## src/rtl/cpu_loader_pkg.sv

```systemverilog
// Shared types and constants for the program loader.
// State encoding, frame markers and memory geometry.
package cpu_loader_pkg;

    typedef enum logic [2:0] {
        IDLE,
        SYNC,
        LEN,
        DATA,
        CHK,
        FILL,
        DONE,
        ERR
    } state_t;

    localparam int         DEPTH       = 32;
    localparam int         ADDR_W      = 5;
    localparam logic [7:0] SYNC_BYTE   = 8'hA5;
    localparam logic [7:0] HLT         = 8'h00;
    localparam int         TIMEOUT_DEF = 1000000;

endpackage

```

## src/rtl/posedge_detection.sv

```systemverilog
// Registered rising-edge detector.
// pulse is high for one cycle, the cycle after sig rises.
module posedge_detection (
    input  logic Clk,
    input  logic Reset,
    input  logic sig,
    output logic pulse
);

    logic sig_q;

    // Remember last input and register the rise
    always_ff @(posedge Clk or posedge Reset) begin
        if (Reset) begin
            sig_q <= 1'b0;
            pulse <= 1'b0;
        end else begin
            sig_q <= sig;
            pulse <= sig & ~sig_q;
        end
    end

endmodule

```

## src/rtl/program_loader.sv

```systemverilog
// Frame parser that downloads a program into instruction memory.
// Holds the CPU until sync/len/payload/checksum all check out.
module program_loader
    import cpu_loader_pkg::*;
#(
    parameter int TIMEOUT = TIMEOUT_DEF
) (
    input  logic              Clk,
    input  logic              Reset,
    input  logic              Load,
    input  logic              rx_valid,
    input  logic [7:0]        rx_data,
    input  logic              rx_fe,
    output logic              im_we,
    output logic [ADDR_W-1:0] im_addr,
    output logic [7:0]        im_wdata,
    output logic              cpu_hold,
    output logic              load_done,
    output logic              load_err,
    output logic [5:0]        byte_count
);

    localparam int TW = $clog2(TIMEOUT + 1);

    state_t state, state_n;

    logic              start;
    logic [5:0]        len, len_n;
    logic [7:0]        chk, chk_n;
    logic [5:0]        fill, fill_n;
    logic [TW-1:0]     tmo, tmo_n;
    logic [5:0]        cnt_n;
    logic              we_n;
    logic [ADDR_W-1:0] addr_n;
    logic [7:0]        wdata_n;
    logic              tmo_run;
    logic              tmo_hit;

    posedge_detection u_load_edge (
        .Clk   (Clk),
        .Reset (Reset),
        .sig   (Load),
        .pulse (start)
    );

    // Status follows the state: only DONE releases the CPU
    assign cpu_hold  = (state != DONE);
    assign load_done = (state == DONE);
    assign load_err  = (state == ERR);

    // Inter-byte watchdog is live only while a frame is in flight
    assign tmo_run = (state == LEN) || (state == DATA) || (state == CHK);
    assign tmo_hit = tmo_run && !rx_valid && (tmo == TW'(TIMEOUT - 1));

    // Next-state, datapath and write-port decode
    always_comb begin
        state_n = state;
        len_n   = len;
        chk_n   = chk;
        fill_n  = fill;
        tmo_n   = tmo;
        cnt_n   = byte_count;
        we_n    = 1'b0;
        addr_n  = im_addr;
        wdata_n = im_wdata;

        if (tmo_run) begin
            tmo_n = rx_valid ? '0 : tmo + TW'(1);
        end

        if (start) begin
            state_n = SYNC;
            cnt_n   = '0;
            tmo_n   = '0;
        end else begin
            unique case (state)
                IDLE: begin
                end
                SYNC: begin
                    if (rx_valid && rx_data == SYNC_BYTE) begin
                        state_n = LEN;
                        tmo_n   = '0;
                    end
                end
                LEN: begin
                    if (rx_valid) begin
                        if (rx_fe) begin
                            state_n = ERR;
                        end else if (rx_data == 8'd0 ||
                                     rx_data > 8'(DEPTH)) begin
                            state_n = ERR;
                        end else begin
                            len_n   = rx_data[5:0];
                            chk_n   = rx_data;
                            state_n = DATA;
                        end
                    end else if (tmo_hit) begin
                        state_n = ERR;
                    end
                end
                DATA: begin
                    if (rx_valid) begin
                        if (rx_fe) begin
                            state_n = ERR;
                        end else begin
                            we_n    = 1'b1;
                            addr_n  = byte_count[ADDR_W-1:0];
                            wdata_n = rx_data;
                            cnt_n   = byte_count + 6'd1;
                            chk_n   = chk ^ rx_data;
                            if (cnt_n == len) begin
                                state_n = CHK;
                            end
                        end
                    end else if (tmo_hit) begin
                        state_n = ERR;
                    end
                end
                CHK: begin
                    if (rx_valid) begin
                        if (rx_fe || rx_data != chk) begin
                            state_n = ERR;
                        end else if (len == 6'(DEPTH)) begin
                            state_n = DONE;
                        end else begin
                            state_n = FILL;
                            fill_n  = len;
                        end
                    end else if (tmo_hit) begin
                        state_n = ERR;
                    end
                end
                FILL: begin
                    we_n    = 1'b1;
                    addr_n  = fill[ADDR_W-1:0];
                    wdata_n = HLT;
                    fill_n  = fill + 6'd1;
                    if (fill == 6'(DEPTH - 1)) begin
                        state_n = DONE;
                    end
                end
                DONE: begin
                end
                ERR: begin
                end
                default: begin
                    state_n = IDLE;
                end
            endcase
        end
    end

    // State and datapath registers
    always_ff @(posedge Clk or posedge Reset) begin
        if (Reset) begin
            state      <= IDLE;
            len        <= '0;
            chk        <= '0;
            fill       <= '0;
            tmo        <= '0;
            byte_count <= '0;
            im_we      <= 1'b0;
            im_addr    <= '0;
            im_wdata   <= '0;
        end else begin
            state      <= state_n;
            len        <= len_n;
            chk        <= chk_n;
            fill       <= fill_n;
            tmo        <= tmo_n;
            byte_count <= cnt_n;
            im_we      <= we_n;
            im_addr    <= addr_n;
            im_wdata   <= wdata_n;
        end
    end

endmodule

```

## config.mk

```make
export PLATFORM = sky130hd
export DESIGN_NAME = program_loader
export DESIGN_NICKNAME = d
export VERILOG_FILES = /design/src/rtl/cpu_loader_pkg.sv /design/src/rtl/posedge_detection.sv /design/src/rtl/program_loader.sv
export SDC_FILE = /design/constraint.sdc
export NUM_CORES = 1
export LEC_CHECK = 0
export BUFFER_PORTS_ARGS = -buffer_cell sky130_fd_sc_hd__clkbuf_2
export CELL_PAD_IN_SITES_DETAIL_PLACEMENT = 0
export CELL_PAD_IN_SITES_GLOBAL_PLACEMENT = 2
export CORE_ASPECT_RATIO = 1.1
export CORE_MARGIN = 5
export CORE_UTILIZATION = 37
export DETAILED_ROUTE_END_ITERATION = 16
export GPL_TIMING_DRIVEN = 0
export PLACE_DENSITY = 0.89
export SLEW_MARGIN = 20
export SYNTH_ARGS = -nofsm -noshare
export SYNTH_HDL_FRONTEND = slang
export SYNTH_SLANG_ARGS = --single-unit
```

## constraint.sdc

```tcl
create_clock -name Clk -period 2.5 [get_ports Clk]
set_clock_uncertainty 0.15 [all_clocks]
set_input_delay 0.25 -clock Clk [delete_from_list [all_inputs] [get_ports Clk]]
set_output_delay 0.25 -clock Clk [all_outputs]
set_load 0.1 [all_outputs]
```

==> out/metrics.cfg <==
[critical_path]
worst-path-max-fanout = 7
endpoint = state[0]
critPathRequiredTime_ns = 2.59
ff2ff_path_depth = 8
crit_start = byte_count[0]
start_kind = flop
reg2reg_to = state[0]
critPathKind = reg -> reg
r2r-start = byte_count[0]
regToRegSetupSlack_ns = 0.16
cp_data_arrival_time_ns = 2.43
endpoint_kind = flop

[timing]
final_max_slew_viol_count = 0
hold_viol = 0
worst-slew-pin-transition_ns = 0.577
fin_tns_setup_ns = 0
min_period_ns = 2.34
rsz0062_at_grt = false
whs_ns = 0.104
worst_slack_ns = 0.156
setup_viol_count_final = 0
maxSlewHeadroom_pct = 61.5
min_period_over_period_pct = 93.8
max_freq_mhz = 427

[logic_synthesis]
ys_seq_elements = 65
synth_cell_types = 53
yosys_warnings = 0
synthCells = 392
synth-edff-count = 0
syn-num-nets = 410
async_reset_ff_share_pct = 100
netlist_area_um2 = 3590
yosysSeqAreaShare_pct = 45.3
ys.flop_type = dfrtp_1
avgSynthCellArea_um2 = 9.16

[finish]
nets = 457
final_cell_area_um2 = 4190
syn_to_final_growth_pct = 16.5
drive_above_1_share_pct = 20.0
antennaDiodeCount = 0
instances_no_fill = 561
final.fill_count = 975

[hold_path]
min_path_type = in -> reg

[global_routing]
grt_pass1_vias = 2783
antenna_found_initial = 0
grt_pass1_wl_mm = 15.0
grt_max_degree = 35
grt_overflow = 0
grt_usage_pct = 15.9

[clocking]
cts.sinks = 65
cts_tree = done
ctsRootBufferMaster = clkbuf_8
clkLatencyLatePin_ns = 0.35
cts_buffer_depth = 2
clk_pin_slew_worst_paths_ns = 0.08
htreeDepth = 3
cts-buffers-inserted = 9

[placed_design]
dpl_worst_slack_ns = -0.0755
dp_cells = 541
gp_congestion = 0.871
portBuffers = 31
postPlaceCellArea_um2 = 3930
dpl.hpwl_mm = 6.48

[drt]
wl_per_cell_um = 15.9
vias_per_cell = 5.25
ant_nets = 0
drt_iter0_drc = 193
dr.pass1.iters = 4
wirelength_mm = 8.91
drc = 0
dr_total_vias = 2944

[die]
ios = 36
core-area_um2 = 9440
rows = 37
dieHeight_um = 113
die_w_um = 104
dieArea_um2 = 11800
start_util_pct = 38.0

[power]
cellPowerDensity_nw_per_um2 = 613
p_leak_nw = 1.81
ir_drop_v = 0.000308

[status]
status = complete, no violations

[job]
cap_violations = 0

cell type report:
cell class / instances / area [µm²] / share of cell area (%)
plain buffers: 20 / 100 / 2.39
clock inverters: 6 / 68.8 / 1.64
multi-input cells: 295 / 1840 / 44.0
clock buffers: 10 / 128 / 3.05
well taps: 117 / 146 / 3.50
repair buffers: 36 / 210 / 5.02
inverters: 12 / 58.8 / 1.41
flip-flops and latches: 65 / 1630 / 39.0
power by group:
part	switching, mW	internal [mW]
Clock	0.457	0.464
Sequential	0.0468	1.11
Combinational	0.403	0.0852
Total	0.907	1.66
worst max-delay path, stage by stage, from the launching register on:
cell and delay, ns:
dfrtp_2 0.48, ha_1 0.30, xnor2_1 0.17, a221oi_1 0.09, a311oi_1 0.39, a211oi_2 0.06, buf_4 0.17, nor2b_1 0.12
o32a_1 0.28
stage by stage:
step                      power (mW)  util, %
after detailed placement        1.67     41.7
after floorplan                 1.56        -
after global routing            2.68     44.3
after CTS                       2.60     44.0
final                           2.57     44.3
after global placement          1.66     41.4
flip-flops by register name, indices dropped and copies added (netlist names):
| register | count |
|---|---|
| im_addr | 5 |
| im_we | 1 |
| state | 3 |
| im_wdata | 8 |
| len | 6 |
| tmo | 20 |
| u_load_edge.pulse | 1 |
| byte_count | 6 |
| u_load_edge.sig_q | 1 |
| fill | 6 |
| chk | 8 |
worst min-delay path by stage:
stage | start | endpoint | slack, ns | depth (start not counted)
detailed placement | Reset | chk[2] | 0.14 | 2
global route | rx_data[0] | im_wdata[0] | 0.1 | 3
finish | rx_data[0] | im_wdata[0] | 0.10 | 3
floorplan | Load | u_load_edge.sig_q | 0.13 | 0
global placement | Load | u_load_edge.sig_q | 0.22 | 1
CTS | rx_data[0] | im_wdata[0] | 0.09 | 3
Yosys cell counts, drive strengths merged, types with 6 or more instances:
library cell	instances	area (µm²)
nand4	6	37.5
dfrtp	65	1630
clkbuf	10	37.5
xnor2	15	131
nor3	7	45.0
inv	10	37.5
mux2	6	67.6
buf	10	58.8
and2	6	37.5
o21ai	14	70.1
nand3	29	150
nand2	50	188
a31oi	11	68.8
nor2	40	150
a21oi	28	140
xor2	21	184
cells by family after synthesis:
logic type / Yosys count / share of synthesized area, %
XOR/XNOR: 36 / 8.78
AO/OA/AOI/OAI: 73 / 13.5
multiplexers: 7 / 2.16
AND/OR/NAND/NOR: 174 / 24.6
adder cells (fa/ha/maj): 5 / 1.74
flip-flops: 65 / 45.3
buffers and inverters: 32 / 3.94
cell usage in the layout (no fill, tap or decap), drive strengths merged, types with 7 or more instances in the layout:
cell type and n:
a21oi 28, a31oi 11, buf 13, clkbuf 51, dfrtp 65, inv 9
nand2 50, nand3 29, nor2 40, nor3 7, o21ai 14, xnor2 15
xor2 21
layer usage:
layer | share of wire, % | global-route usage [%] | wire (µm) | vias up
met4 | 2.0 | 6.39 | 181 | 0
li1 | - | - | - | 1466
met1 | 48 | 21.7 | 4250 | 1397
met2 | 46 | 24.5 | 4110 | 66
met3 | 4.2 | 3.82 | 373 | 15
met5 | 0 | 0 | 0 | -
what timing repair did:
action	4_1_cts	5_1_grt
pin swaps	0	1
cloned	0	0
setup buffers	0	2
endpoints found under the hold margin	33	0
hold buffers	2	0
resized for setup	1	7
setup endpoints to repair	4	21
(Power assumes the default switching activity.)
